--- src/rtl/share_state_buffer.sv ---
// share_state_buffer
//   Collects a 128-bit masked state one word index at a time (all shares
//   of that word per beat), presents it to the round logic, captures the
//   round result and streams it back out one word index per handshake.
//
// Ports
//   clk          single clock, rising edge
//   rst          synchronous active-high reset
//   pdi_data     input word, all shares; share i in [BUSW*i +: BUSW]
//   pdi_valid    pdi_data valid
//   pdi_ready    buffer accepts an input beat (LOAD)
//   statein      assembled word-interleaved state
//   state_valid  statein complete and stable (FULL)
//   tbc_done     one-cycle pulse, nextstate valid
//   nextstate    word-interleaved round result
//   pdo_data     output word, all shares, same packing as pdi_data
//   pdo_valid    pdo_data valid (UNLOAD)
//   pdo_ready    consumer accepts pdo_data
//
// state  | meaning
// LOAD   | accepting input beats into slot cnt
// FULL   | state complete, waiting for tbc_done
// UNLOAD | streaming slot cnt out on each handshake
module share_state_buffer #(
  parameter int BUSW        = 32,
  parameter int STATESHARES = 2
) (
  input  logic                       clk,
  input  logic                       rst,
  input  logic [BUSW*STATESHARES-1:0] pdi_data,
  input  logic                       pdi_valid,
  output logic                       pdi_ready,
  output logic [128*STATESHARES-1:0] statein,
  output logic                       state_valid,
  input  logic                       tbc_done,
  input  logic [128*STATESHARES-1:0] nextstate,
  output logic [BUSW*STATESHARES-1:0] pdo_data,
  output logic                       pdo_valid,
  input  logic                       pdo_ready
);

  localparam int W  = 128 / BUSW;
  localparam int WW = BUSW * STATESHARES;
  localparam int CW = $clog2(W) + 1;
  localparam int IW = $clog2(W);

  typedef enum logic [1:0] {LOAD, FULL, UNLOAD} state_t;

  state_t          state_q, state_d;
  logic [CW-1:0]   cnt_q, cnt_d;
  logic [WW-1:0]   words [W];
  logic            wr_en;
  logic            load_all;
  logic            last;
  logic [IW-1:0]   idx;

  assign idx  = cnt_q[IW-1:0];
  assign last = (cnt_q == CW'(W - 1));

  always_ff @(posedge clk) begin
    if (rst) begin
      state_q <= LOAD;
      cnt_q   <= '0;
    end else begin
      state_q <= state_d;
      cnt_q   <= cnt_d;
    end
  end

  always_comb begin
    state_d     = state_q;
    cnt_d       = cnt_q;
    pdi_ready   = 1'b0;
    state_valid = 1'b0;
    pdo_valid   = 1'b0;
    wr_en       = 1'b0;
    load_all    = 1'b0;
    case (state_q)
      LOAD: begin
        pdi_ready = 1'b1;
        if (pdi_valid) begin
          wr_en = 1'b1;
          if (last) begin
            cnt_d   = '0;
            state_d = FULL;
          end else begin
            cnt_d = cnt_q + CW'(1);
          end
        end
      end
      FULL: begin
        state_valid = 1'b1;
        if (tbc_done) begin
          load_all = 1'b1;
          state_d  = UNLOAD;
        end
      end
      UNLOAD: begin
        pdo_valid = 1'b1;
        if (pdo_ready) begin
          if (last) begin
            cnt_d   = '0;
            state_d = LOAD;
          end else begin
            cnt_d = cnt_q + CW'(1);
          end
        end
      end
      default: begin
        state_d = LOAD;
        cnt_d   = '0;
      end
    endcase
  end

  // wr_en and load_all are decoded from mutually exclusive states.
  always_ff @(posedge clk) begin
    if (rst) begin
      for (int j = 0; j < W; j++) words[j] <= '0;
    end else if (wr_en) begin
      words[idx] <= pdi_data;
    end else if (load_all) begin
      for (int j = 0; j < W; j++) words[j] <= nextstate[j*WW +: WW];
    end
  end

  for (genvar j = 0; j < W; j++) begin : g_flat
    assign statein[j*WW +: WW] = words[j];
  end

  // Mux driven only by registers: no input-to-pdo_data path.
  assign pdo_data = words[idx];

endmodule

--- config.mk ---
export PLATFORM = sky130hd
export DESIGN_NAME = share_state_buffer
export DESIGN_NICKNAME = d
export VERILOG_FILES = /design/src/rtl/share_state_buffer.sv
export SDC_FILE = /design/constraint.sdc
export NUM_CORES = 1
export LEC_CHECK = 0
export CAP_MARGIN = 20
export CELL_PAD_IN_SITES_DETAIL_PLACEMENT = 1
export CELL_PAD_IN_SITES_GLOBAL_PLACEMENT = 2
export CORE_AREA = 5 5 251 253
export DETAILED_ROUTE_END_ITERATION = 7
export DIE_AREA = 0 0 256 258
export MAX_ROUTING_LAYER = met4
export PLACE_DENSITY = 0.71
export SLEW_MARGIN = 10
export SYNTH_ARGS = -nofsm -noshare
export SYNTH_HDL_FRONTEND = slang
export SYNTH_SLANG_ARGS = --single-unit
--- constraint.sdc ---
create_clock -name clk -period 4.6 [get_ports clk]
set_input_delay 0.92 -clock clk [delete_from_list [all_inputs] [get_ports clk]]
set_output_delay 0.92 -clock clk [all_outputs]
set_load 0.005 [all_outputs]
==> qor.csv, run 1 <==
stage,metric,value,unit
global_route,grt_start_max_net_pins,137,
power_and_ir_drop,switchingPower,1.59,mW
route,drcViolationCount,0,
sta,final.setup.tns,0,ns
sta,hold-worst-slack,0.454,ns
logic_synthesis,synth_nets,1027,
final_layout,fill_cells,6418,
cts,cts_tree,yes,
place,gp_congestion,0.840,
min_path,hold_path_class,flop to flop,
cts,clock_latency,0.57,ns
logic_synthesis,ys.flop_type,edfxtp_1,
logic_synthesis,synth_top_family_by_area,compound AO/OA/AOI/OAI gates,
critical_path,regToRegSetupSlack,2.23,ns
logic_synthesis,syn_area_per_cell,17.6,um2
sta,slew_viol_final,0,
final_layout,final_common_cell,clkdlybuf4s50_1,
logic_synthesis,yosys_warnings,0,
floorplanning,die_area,66000,um2
floorplanning,die-height,258,um
floorplanning,core,60800,um2
logic_synthesis,yosysTopAreaCellShare,62.7,%
critical_path,crit_required,3.68,ns
logic_synthesis,synth_cell_types,29,
flow_run,cap_violations,0,
critical_path,worstPathMaxFanout,25,
logic_synthesis,synth-xor-area-share,0,%
final_layout,regArea,7840,um2
logic_synthesis,ys_seq_elements,263,
power_and_ir_drop,combPwrFrac,19.0,%
cts,htree_levels,1,
logic_synthesis,synthesis.area,12300,um2
global_route,antenna_found_initial,6,
critical_path,cp_data_arrival_time,2.78,ns
power_and_ir_drop,p_int,5.16,mW
route,num_vias,9989,
global_route,first_global_vias,11100,
place,placed_area,19500,um2
final_layout,nNetsFinal,1655,
floorplanning,rows,91,
cts,cts_buffers,30,
floorplanning,die_x,256,um
cts,cts_root_buf,clkbuf_16,
power_and_ir_drop,pwr-share-seq,43.4,%
critical_path,cp-start-kind,flop,
sta,finalSetupViolations,0,
route,antenna_left,0,
route,drt_first_pass_iters,5,
logic_synthesis,synth-compound-area-share,18.8,%
logic_synthesis,synthSimpleGateAreaFrac,1.30,%
place,io_buffers,647,
power_and_ir_drop,p_per_area,328,nW/um2
power_and_ir_drop,peakVddDrop,0.000244,V
logic_synthesis,synthTopCellsByArea,"edfxtp_1 63%, a22o_1 18%, mux4_2 12%, buf_2 1.6%, dfxtp_1 1.1%",
power_and_ir_drop,p_leak,7.20,nW
cts,cts-hold-fix-buffers,0,
final_layout,most-common-layout-cells,"647 x clkdlybuf4s50_1, 256 x a22o_1, 256 x edfxtp_1",
cts,post_cts_buffers,0,
route,vias_per_cell,4.67,
sta,grt_setup_unrepaired,no,
global_route,grt_pass1_wl,81600,um
cts,cts.clk_slew.worst_paths,0.06,ns
final_layout,fin_area,20600,um2
final_layout,area_growth,67.8,%
logic_synthesis,synth-edff-count,256,
place,place_hpwl,43200,um
logic_synthesis,synth-seq-area-share,63.8,%
route,routed_wl,57800,um
cts,cts_resized,0,
logic_synthesis,async_flop_share,0,%
sta,worstMarginPinSlew,0.811,ns
logic_synthesis,synth_largest_area_cell,edfxtp_1,
sta,timing.final.crit_share,80.4,%
global_route,grtUsageTotal,16.9,%
final_layout,multi_input_area,4020,um2
logic_synthesis,netlist_instances,698,
sta,max_freq,270,MHz
cts,cts_num_sinks,263,
final_layout,drive_above_1_share,10.4,%
sta,fin_crit,3.70,ns
critical_path,cp-end-kind,primary output,
sta,timing_hold_violations_final,0,
route,wl_per_cell,27.0,um
sta,clock_skew,0.0115,ns
floorplanning,initial_core_util,20.2,%
outcome,outcome,"complete, no violations",
logic_synthesis,synthAdderAreaFrac,0.408,%
power_and_ir_drop,pwr-share-clk,37.6,%
logic_synthesis,synthMuxAreaShare,11.9,%
sta,maxSlewHeadroom,45.9,%
critical_path,path_class,flop to primary output,
power_and_ir_drop,p_sw_share,23.5,%
floorplanning,ios,648,
route,first_iter_violations,570,
cts,clk_path_buf_depth,3,
global_route,overflow,0,
-- worst max-delay path: stages (launching register included) --
cell and delay [ns]:
dfxtp_4 0.76, buf_4 0.39, mux4_2 0.57, clkdlybuf4s50_1 0.47
-- cell families (layout without fill, tap and decap cells) --
family	count (synthesis)	after routing
AOI/OAI and AO/OA	265	265
DFF	263	263
buffers and inverters	77	725
muxes	66	66
and+or+nand+nor	23	23
adders and majority gates	4	4
other	0	5
-- metrics by stage --
| step | utilization, % | total power [mW] | worst slack [ns] | instances |
|---|---|---|---|---|
| after global placement | 32.2 | 4.26 | 1.22 | 2084 |
| after CTS | 33.8 | 6.85 | 0.748 | 2136 |
| after global routing | 33.9 | 7.01 | 0.703 | 2141 |
| after detailed placement | 32.2 | 4.28 | 1.08 | 2084 |
| after floorplan | - | 3.29 | 0.814 | 698 |
| final | 33.9 | 6.74 | 0.902 | 2141 |
-- final timing paths --
check        startpoint  cells after the start      endpoint
max                flop                      3   pdo_data[9]
min            cnt_q[2]                      1      cnt_q[2]
max reg2reg  state_q[0]                      4  words[2][52]
min reg2reg    cnt_q[2]                      1      cnt_q[2]
-- Yosys cell counts, types with 2 or more instances --
| cell type | number |
|---|---|
| a21oi_1 | 5 |
| a22o_1 | 256 |
| and2_1 | 4 |
| buf_2 | 39 |
| buf_4 | 16 |
| buf_6 | 9 |
| clkbuf_1 | 8 |
| dfxtp_1 | 7 |
| edfxtp_1 | 256 |
| ha_1 | 4 |
| inv_1 | 4 |
| mux4_2 | 64 |
| nand2b_1 | 4 |
| nand3b_1 | 2 |
| nor2_1 | 3 |
| nor2b_1 | 4 |
-- registers in the layout, summed over array words and instances (netlist names), named ones only --
name,flops
state_q,2
words,256
cnt_q,3
-- final cells by class --
cell class / instances / share of cell area, %
Inverter: 4 / 0.0729
Multi-Input combinational cell: 358 / 19.5
Timing Repair Buffer: 669 / 32.5
Tap cell: 790 / 4.80
Sequential cell: 263 / 38.1
Antenna cell: 5 / 0.0608
Clock buffer: 34 / 3.82
Clock inverter: 18 / 1.15
-- routing by layer --
metal / track usage, % / wire, um / up-vias
li1: - / - / 4301
met1: 19.4 / 22100 / 5150
met5: - / 0 / -
met4: 4.51 / 1630 / 0
met2: 29.8 / 30200 / 449
met3: 4.33 / 3890 / 89
-- power by group through the flow --
stage                     Clock (mW)  Sequential (mW)  Combinational (mW)
after floorplan                    0             2.92               0.362
after global placement             0             2.98                1.29
after detailed placement           0             2.98                1.29
after CTS                       2.61             2.93                1.30
after global routing            2.72             2.95                1.35
final                           2.54             2.93                1.28
No activity file was read; power rests on OpenSTA's default activity.
==> run 2, diff against run 1 <==
CORE_AREA = 5 5 252 254   (was 5 5 251 253)
DIE_AREA = 0 0 257 259   (was 0 0 256 258)
PLACE_DENSITY = 0.73   (was 0.71)
clock period = 3.2 ns   (was 4.6 ns; I/O delays follow)
==> run 2 against run 1 <==
Compared with the run above: setup slack worse by 0.76 ns; critical endpoint is now pdo_data[46]; non-clock buffer count up 14; critical path depth up 1; highest routed layer unchanged; via count up 1.5%.
==> qor.csv, run 2 (synthesis gave the netlist of run 1 again) <==
stage,metric,value,unit,change
outcome,outcome,"complete, no violations",,unchanged
power_and_ir_drop,peakVddDrop,0.000361,V,was 0.000244 V
critical_path,crit_required,2.56,ns,was 3.68 ns
cts,cts_buffers,30,,unchanged
global_route,first_global_vias,11100,,about the same
final_layout,drive_above_1_share,11.7,%,was 10.4%
global_route,met3_usage,3.95,%,was 4.33%
critical_path,path_class,flop to primary output,,unchanged
floorplanning,die_area,66600,um2,was 66000 um2
global_route,grt_util_met1,19.0,%,was 19.4%
place,placed_area,19700,um2,was 19500 um2
sta,maxSlewHeadroom,38.5,%,was 45.9%
cts,htree_levels,1,,unchanged
sta,grt_setup_unrepaired,no,,unchanged
critical_path,r2r-start,state_q[1],,was state_q[0]
final_layout,fin_util,34.3,%,was 33.9%
route,drt_first_pass_iters,4,,was 5
floorplanning,rows,91,,unchanged
final_layout,final_common_cell,clkdlybuf4s50_1,,unchanged
sta,timing.final.crit_share,95.6,%,
critical_path,cp_data_arrival_time,2.42,ns,was 2.78 ns
floorplanning,die_x,257,um,was 256 um
sta,timing_hold_violations_final,0,,unchanged
route,num_vias,10100,,was 9989
global_route,grt_pass1_wl,81100,um,was 81600 um
cts,post_cts_buffers,0,,unchanged
final_layout,nNetsFinal,1669,,was 1655
critical_path,cp-start-kind,flop,,unchanged
power_and_ir_drop,p_total,9.94,mW,was 6.74 mW
route,antenna_left,0,,unchanged
critical_path,cp-end-kind,primary output,,unchanged
critical_path,worstPathMaxFanout,16,,was 25
final_layout,fin_area,20900,um2,was 20600 um2
sta,final.setup.tns,0,ns,unchanged
sta,max_freq,327,MHz,
place,place_ws,0.346,ns,was 1.08 ns
global_route,grt_start_max_net_pins,133,,was 137
route,wl_per_cell,26.6,um,was 27.0 um
power_and_ir_drop,p_leak,7.35,nW,was 7.20 nW
place,place_hpwl,41600,um,was 43200 um
sta,hold-worst-slack,0.460,ns,was 0.454 ns
floorplanning,core,61000,um2,was 60800 um2
route,first_iter_violations,599,,was 570
cts,cts_num_sinks,263,,unchanged
final_layout,regMostFlops,words,,unchanged
place,gp_congestion,0.829,,was 0.840
global_route,top_usage_layer,met2,,unchanged
global_route,antenna_found_initial,5,,was 6
critical_path,crit_path_end,pdo_data[46],,was pdo_data[9]
cts,clock_latency,0.57,ns,about the same
cts,cts_resized,0,,unchanged
cts,clk_path_buf_depth,3,,unchanged
cts,cts_tree,yes,,unchanged
place,io_buffers,647,,unchanged
critical_path,rr_endpoint,words[1][30],,was words[2][52]
final_layout,top_regs,"words x256, cnt_q x3, state_q x2",,unchanged
floorplanning,ios,648,,unchanged
place,dp.cells,2088,,was 2084
final_layout,final_cells,2159,,was 2141
power_and_ir_drop,p_per_area,475,nW/um2,was 328 nW/um2
sta,finalSetupViolations,0,,unchanged
sta,worstMarginPinSlew,0.922,ns,was 0.811 ns
sta,slew_viol_final,0,,unchanged
cts,cts-hold-fix-buffers,0,,unchanged
critical_path,regToRegSetupSlack,0.91,ns,was 2.23 ns
floorplanning,die-height,259,um,was 258 um
floorplanning,initial_core_util,20.1,%,was 20.2%
global_route,overflow,0,,unchanged
global_route,grtUsageTotal,16.6,%,was 16.9%
final_layout,most-common-layout-cells,"647 x clkdlybuf4s50_1, 256 x a22o_1, 256 x edfxtp_1",,unchanged
route,drcViolationCount,0,,unchanged
route,vias_per_cell,4.70,,was 4.67
flow_run,cap_violations,0,,unchanged
cts,cts_root_buf,clkbuf_16,,unchanged
final_layout,area_growth,70.5,%,was 67.8%
sta,fin_crit,3.06,ns,
cts,cts.clk_slew.worst_paths,0.06,ns,about the same
final_layout,largest_register_ffs,256,,unchanged
min_path,hold_path_class,flop to flop,,unchanged
critical_path,r2r_cells,4,,unchanged
route,routed_wl,57400,um,was 57800 um
sta,clock_skew,0.0179,ns,was 0.0115 ns
global_route,met2_usage,29.6,%,was 29.8%
sta,fin_ws,0.141,ns,was 0.902 ns
## run 2: layout make-up
type                    instances  area (um2)
diodes                          5        12.5
clock buffers                  33         783
clock inverters                23         310
fillers                      6377       40100
inverters                       4        15.0
multi-input cells             358        4020
flip-flops and latches        263        7840
well taps                     790         988
repair buffers                683        6950
## run 2: power breakdown
group / switching, mW / leakage, nW / total [mW] / internal, mW
registers: 0.147 / 2.72 / 4.16 / 4.02
clock network: 1.46 / 0.530 / 3.85 / 2.39
logic: 0.707 / 4.10 / 1.93 / 1.22
total: 2.31 / 7.35 / 9.94 / 7.63
## run 2: critical path, cell delays in order (launching register included)
cell	delay [ns]
dfxtp_4	0.44
buf_12	0.20
buf_4	0.17
mux4_2	0.53
clkdlybuf4s50_1	0.49
## run 2: worst min path at each step
stage          startpoint        to  slack (ns)  cells after the start
5_1_grt          cnt_q[2]  cnt_q[2]        0.47                      1
6_report         cnt_q[2]  cnt_q[2]        0.46                      1
3_3_place_gp     cnt_q[2]  cnt_q[2]        0.44                      1
4_1_cts          cnt_q[2]  cnt_q[2]        0.46                      1
2_1_floorplan    cnt_q[2]  cnt_q[2]        0.43                      1
3_5_place_dp     cnt_q[2]  cnt_q[2]        0.45                      1
## run 2: layer usage
metal,wire (um),up-vias,part of all wire (%)
met1,21800,5245,38
met4,1210,0,2.1
met5,0,-,0
met3,4110,76,7.2
met2,30200,493,53
li1,-,4328,-
==> variant 1 (config.mk and constraints of run 1) <==
The parameter `BUSW` goes from 32 to 64.
--- a/src/rtl/share_state_buffer.sv
+++ b/src/rtl/share_state_buffer.sv
@@ -22,7 +22,7 @@
 // FULL   | state complete, waiting for tbc_done
 // UNLOAD | streaming slot cnt out on each handshake
 module share_state_buffer #(
-  parameter int BUSW        = 32,
+  parameter int BUSW        = 64,
   parameter int STATESHARES = 2
 ) (
   input  logic                       clk,
Ports: changed (resized pdi_data and pdo_data); port bits go from 648 to 776. No check against the original RTL was run, so the function may have changed too.
==> variant 1 against run 1 <==
  * Combinational power is 28% higher
  * Cell count is 8.6% higher
  * Cell area is 6.7% higher
  * Register-to-register slack got worse by 70 ps
  * Wire length up 6.3%
  * Total power grew 2.8%
  * Clock power down 9.4%
  * Non-clock buffer count increased by 129
  * Synthesized area rose by 2.9%
  * Sequential cell count shrank 2
  * Synthesized cell count is 6.9% higher
  * Worst setup slack better by 96 ps
==> variant 1: results (changes against run 1) <==
| Metric | Value |
|---|---|
| Status | `finished, final reports clean` |
| Hold crit path type | `flip-flop to flip-flop` |
| Fin cells | `2,326 (+8.6%)` |
| Post-synth EDFFs | `256 (unchanged)` |
| Worst hold stages | `2 (+1)` |
| Power Internal | `5.195 mW (+0.73%)` |
| Ys flop type | `edfxtp_1` |
| Met2 Resource Use GR | `32.47% (+2.7 points)` |
| Routing usage on met3 | `4.957% (+0.63 points)` |
| Seq/Total Area, Yosys | `61.69% (-2.1 points)` |
| Largest net degree at the start of global routing | `127 (-7.3%)` |
| Met1 Use GR | `19.21% (-0.16 points)` |
| Share of cells above drive strength 1 | `23.68% (+13 points)` |
| Leakage | `7.929 nW (+10%)` |
| Clock power share | `33.2% (-4.4 points)` |
| Synth Area in Compound Gates | `19.85% (+1.1 points)` |
| CTS Buf Count | `31 (+3.3%)` |
| Adder-Cell Fraction of Synth Area | `0% (-0.41 points)` |
| Slowest CP cell | `dfxtp_4` |
| Fillers | `6,427 (+0.14%)` |
| Crit path arrival time | `2680 ps (-100 ps)` |
| Power share of the sequential group | `43.1% (-0.3 points)` |
| First-pass GRT wire length | `86.32 mm (+5.7%)` |
| Mapped Nets | `1,135 (+11%)` |
| Reg2Reg Depth | `3 (-1)` |
| Synth Area in XOR/XNOR | `0% (unchanged)` |
| Clk_skew | `12.20 ps (+0.6621 ps)` |
| PortBufs | `775 (+20%)` |
| R2R setup slack | `2160 ps (-70 ps)` |
| Mapped Avg Cell Area | `16.92 µm² (-3.7%)` |
| Post-Route WL | `61.40 mm (+6.3%)` |
| Hold path startpoint | `cnt_q[1]$_SDFFE_PP0P_` |
| Reg2reg end | `words[1][10]$_DFFE_PP_` |
| Sw Share | `25.04% (+1.5 points)` |
| Routed met1 length | `22.87 mm (+3.6%)` |
| Async S/R FF share, synth | `0% (unchanged)` |
| CP max FO | `53 (+110%)` |
| Hold EP | `cnt_q[1]$_SDFFE_PP0P_` |
| Post-DP HPWL | `47.47 mm (+9.9%)` |
| Post-synth top cells | `edfxtp_1 (256), a22o_2 (160), mux2_2 (128)` |
| Met3 routed WL | `4.371 mm (+12%)` |
| GR Util All Layers | `17.90% (+0.95 points)` |
| Actual slew at the worst max-slew pin | `923.1 ps (+112.3 ps)` |
| Layout net count | `1,894 (+14%)` |
| Pre-antenna DRT Iters | `4 (-1)` |
| RePlAce Congestion | `0.8493 (+1.1%)` |
| Top Registers | `words (256), cnt_q (2), state_q (2)` |
| Worst VDD drop | `0.2695 mV (+11%)` |
| Vias in the first global route | `11,702 (+5.3%)` |
| Unique cell type count in the Yosys netlist | `27 (-6.9%)` |
| Largest stage delay on the critical path | `730 ps (-30 ps)` |
| 1st-iter DRT viols | `525 (-7.9%)` |
| Synth area leaders | `edfxtp_1 (61%), a22o_2 (13%), mux2_2 (11%), a22o_1 (6.7%), buf_12 (3.5%)` |
| Critical Path Sink | `pdo_data[127]` |
| WL met2 | `32.65 mm (+8.2%)` |
| Mux cell area share after synthesis | `11.42% (-0.51 points)` |
| Total vias in the final route | `10,425 (+4.4%)` |
variant 1: cell count changes after synthesis, sizes merged, moves of 2 or more:
cell	run 1	this run
ha	4	0
mux2	1	128
mux4	64	0
a21oi	5	3
buf	65	63
o21ai	0	3
and2	4	0
nor2b	4	2
dfxtp	7	5
variant 1: metrics by stage:
| stage | utilization, % | setup WS [ps] | hold WS (ps) | instance area (µm²) |
|---|---|---|---|---|
| after floorplan | - | -690.0 | 442.8 | 12630 |
| after global placement | 34.58 | 1059 | 474.4 | 21020 |
| after detailed placement | 34.58 | 1033 | 475.4 | 21020 |
| after CTS | 36.10 | 912.8 | 488.5 | 21950 |
| after global routing | 36.12 | 894.5 | 531.7 | 21960 |
| final | 36.13 | 997.7 | 483.2 | 21960 |
variant 1: cell type report:
class,instances,share of cell area [%]
well taps,790,4.500
diodes,7,0.07975
clock inverters,19,0.5525
inverters,3,0.05127
flip-flops and latches,261,35.47
multi-input cells,410,18.62
clock buffers,38,3.651
repair buffers,798,37.07
==> variant 2 (flow settings as in run 1) <==
Made on the original files. Encoding of `state_t`: now one-hot (3 bits for 3 states).
--- a/src/rtl/share_state_buffer.sv
+++ b/src/rtl/share_state_buffer.sv
@@ -44,7 +44,7 @@
   localparam int CW = $clog2(W) + 1;
   localparam int IW = $clog2(W);
 
-  typedef enum logic [1:0] {LOAD, FULL, UNLOAD} state_t;
+  typedef enum logic [2:0] {LOAD = 3'b001, FULL = 3'b010, UNLOAD = 3'b100} state_t;
 
   state_t          state_q, state_d;
   logic [CW-1:0]   cnt_q, cnt_d;
Check against the original RTL: no difference found for any inputs over 4 cycles, from zero or initial values and one cycle with rst high; so few cycles prove little.
==> variant 2 against run 1 <==
  * Worst setup slack worse by 90 ps
  * Clock power about the same
  * Via count grew 0.81%
  * Sequential cell count increased by 1
  * Total power up 0.64%
  * Wire length grew 3.1%
  * Synthesized area up 1.1%
  * Cell area up 0.37%
==> variant 2: results (changes against run 1) <==
| Metric | Value |
|---|---|
| Unique cell type count in the Yosys netlist | `32 (+10%)` |
| Vias per inst | `4.682 (+0.34%)` |
| Top cell family by delay on the critical path | `flip-flops` |
| Placed Instances | `2,088 (+0.19%)` |
| Reg2Reg Depth | `5 (+1)` |
| Share of cells above drive strength 1 | `10.41% (about the same)` |
| Met2 Resource Use GR | `30.54% (+0.74 points)` |
| Synth area leaders | `edfxtp_1 (62%), a22o_1 (18%), mux4_2 (12%), buf_6 (2.3%), buf_2 (1.5%)` |
| WL per Instance | `27.70 µm (+2.7%)` |
| Crit path arrival time | `2870 ps (+90 ps)` |
| Sw Share | `24.20% (+0.69 points)` |
| WL met2 | `30.67 mm (+1.6%)` |
| Pre-antenna DRT Iters | `4 (-1)` |
| Routing usage on met3 | `5.016% (+0.68 points)` |
| Clk tree area frac | `4.911% (-0.061 points)` |
| Worst hold margin | `512.0 ps (+57.88 ps)` |
| R2R setup slack | `1950 ps (-280 ps)` |
| Number of antenna diodes | `6 (+1)` |
| First-pass GRT wire length | `83.68 mm (+2.5%)` |
| Mapped Nets | `1,033 (+0.58%)` |
| Post-synth top cells | `a22o_1 (256), edfxtp_1 (256), mux4_2 (64)` |
| 1st-iter DRT viols | `620 (+8.8%)` |
| Reg2reg end | `words[0][33]$_DFFE_PP_` |
| Leakage | `7.206 nW (+0.11%)` |
| Post-Place Worst Slack | `932.8 ps (-148.4 ps)` |
| PortBufs | `647 (unchanged)` |
| Seq/Total Area, Yosys | `63.30% (-0.51 points)` |
| NonClk Buf Share | `32.53% (about the same)` |
| Clk_skew | `21.40 ps (+9.861 ps)` |
| Worst VDD drop | `0.2578 mV (+5.9%)` |
| Fraction of area in multi-input gates | `19.57% (+0.049 points)` |
| FF/Latch Area | `7855 µm² (+0.26%)` |
| RePlAce Congestion | `0.8090 (-3.7%)` |
| Clock buffer count | `38 (+12%)` |
| Largest net degree at the start of global routing | `124 (-9.5%)` |
| Post-route cell area | `20,660 µm² (+0.37%)` |
| Layout net count | `1,660 (+0.30%)` |
| Multi-In Gates | `360 (+0.56%)` |
| Post-DP HPWL | `43.68 mm (+1.1%)` |
| CTS Buf Count | `31 (+3.3%)` |
| CTS Sinks | `264 (+0.38%)` |
| GR Util All Layers | `17.46% (+0.52 points)` |
| Largest stage delay on the critical path | `990 ps (+230 ps)` |
| Inverters, non-clock | `6 (+2)` |
| Clock-pin slew of the registers on the worst-case setup and hold paths | `60 ps (about the same)` |
| Total vias in the final route | `10,070 (+0.81%)` |
| Status | `finished, final reports clean` |
| Routed met1 length | `22.88 mm (+3.7%)` |
| Critical R2R Launch | `state_q[0]$_SDFFE_PP1P_` |
| Top Registers | `words (256), cnt_q (3), state_q (3)` |
| Slew margin rel. | `25.22% (-21 points)` |
| Critical Path Sink | `pdo_data[63]` |
| Vias in the first global route | `11,297 (+1.7%)` |
| Met3 routed WL | `4.367 mm (+12%)` |
| Fmax | `0.2639 GHz (-2.4%)` |
| Non-Clock Buffer Count | `668 (-0.15%)` |
| Met1 Use GR | `19.67% (+0.30 points)` |
| Fillers | `6,440 (+0.34%)` |
==> variant 2: cell types whose count changed after synthesis, moves of 2 or more <==
cell	before	now
nor2b_1	4	1
nor3_1	1	4
o31ai_1	0	2
nor4b_1	0	2
nor2_1	3	1
nand3b_1	2	0
inv_1	4	6
nand2b_1	4	6
buf_6	9	25
buf_4	16	2
==> variant 2: cells by family after synthesis <==
| kind of cell | count (synthesis) | share of synthesized area, % |
|---|---|---|
| AO/OA/AOI/OAI | 264 | 18.52 |
| flip-flops | 264 | 63.30 |
| buffers and inverters | 80 | 4.380 |
| multiplexers | 65 | 11.71 |
| AND/OR/NAND/NOR | 26 | 1.615 |
| adder cells (fa/ha/maj) | 4 | 0.4037 |
| XOR/XNOR | 1 | 0.07066 |
==> variant 2: power groups by stage <==
stage	registers, mW	logic, mW	clock network [mW]
floorplan	2.94	0.366	0
global placement	2.99	1.33	0
detailed placement	2.99	1.34	0
CTS	2.94	1.34	2.60
global route	2.96	1.39	2.70
finish	2.94	1.32	2.53
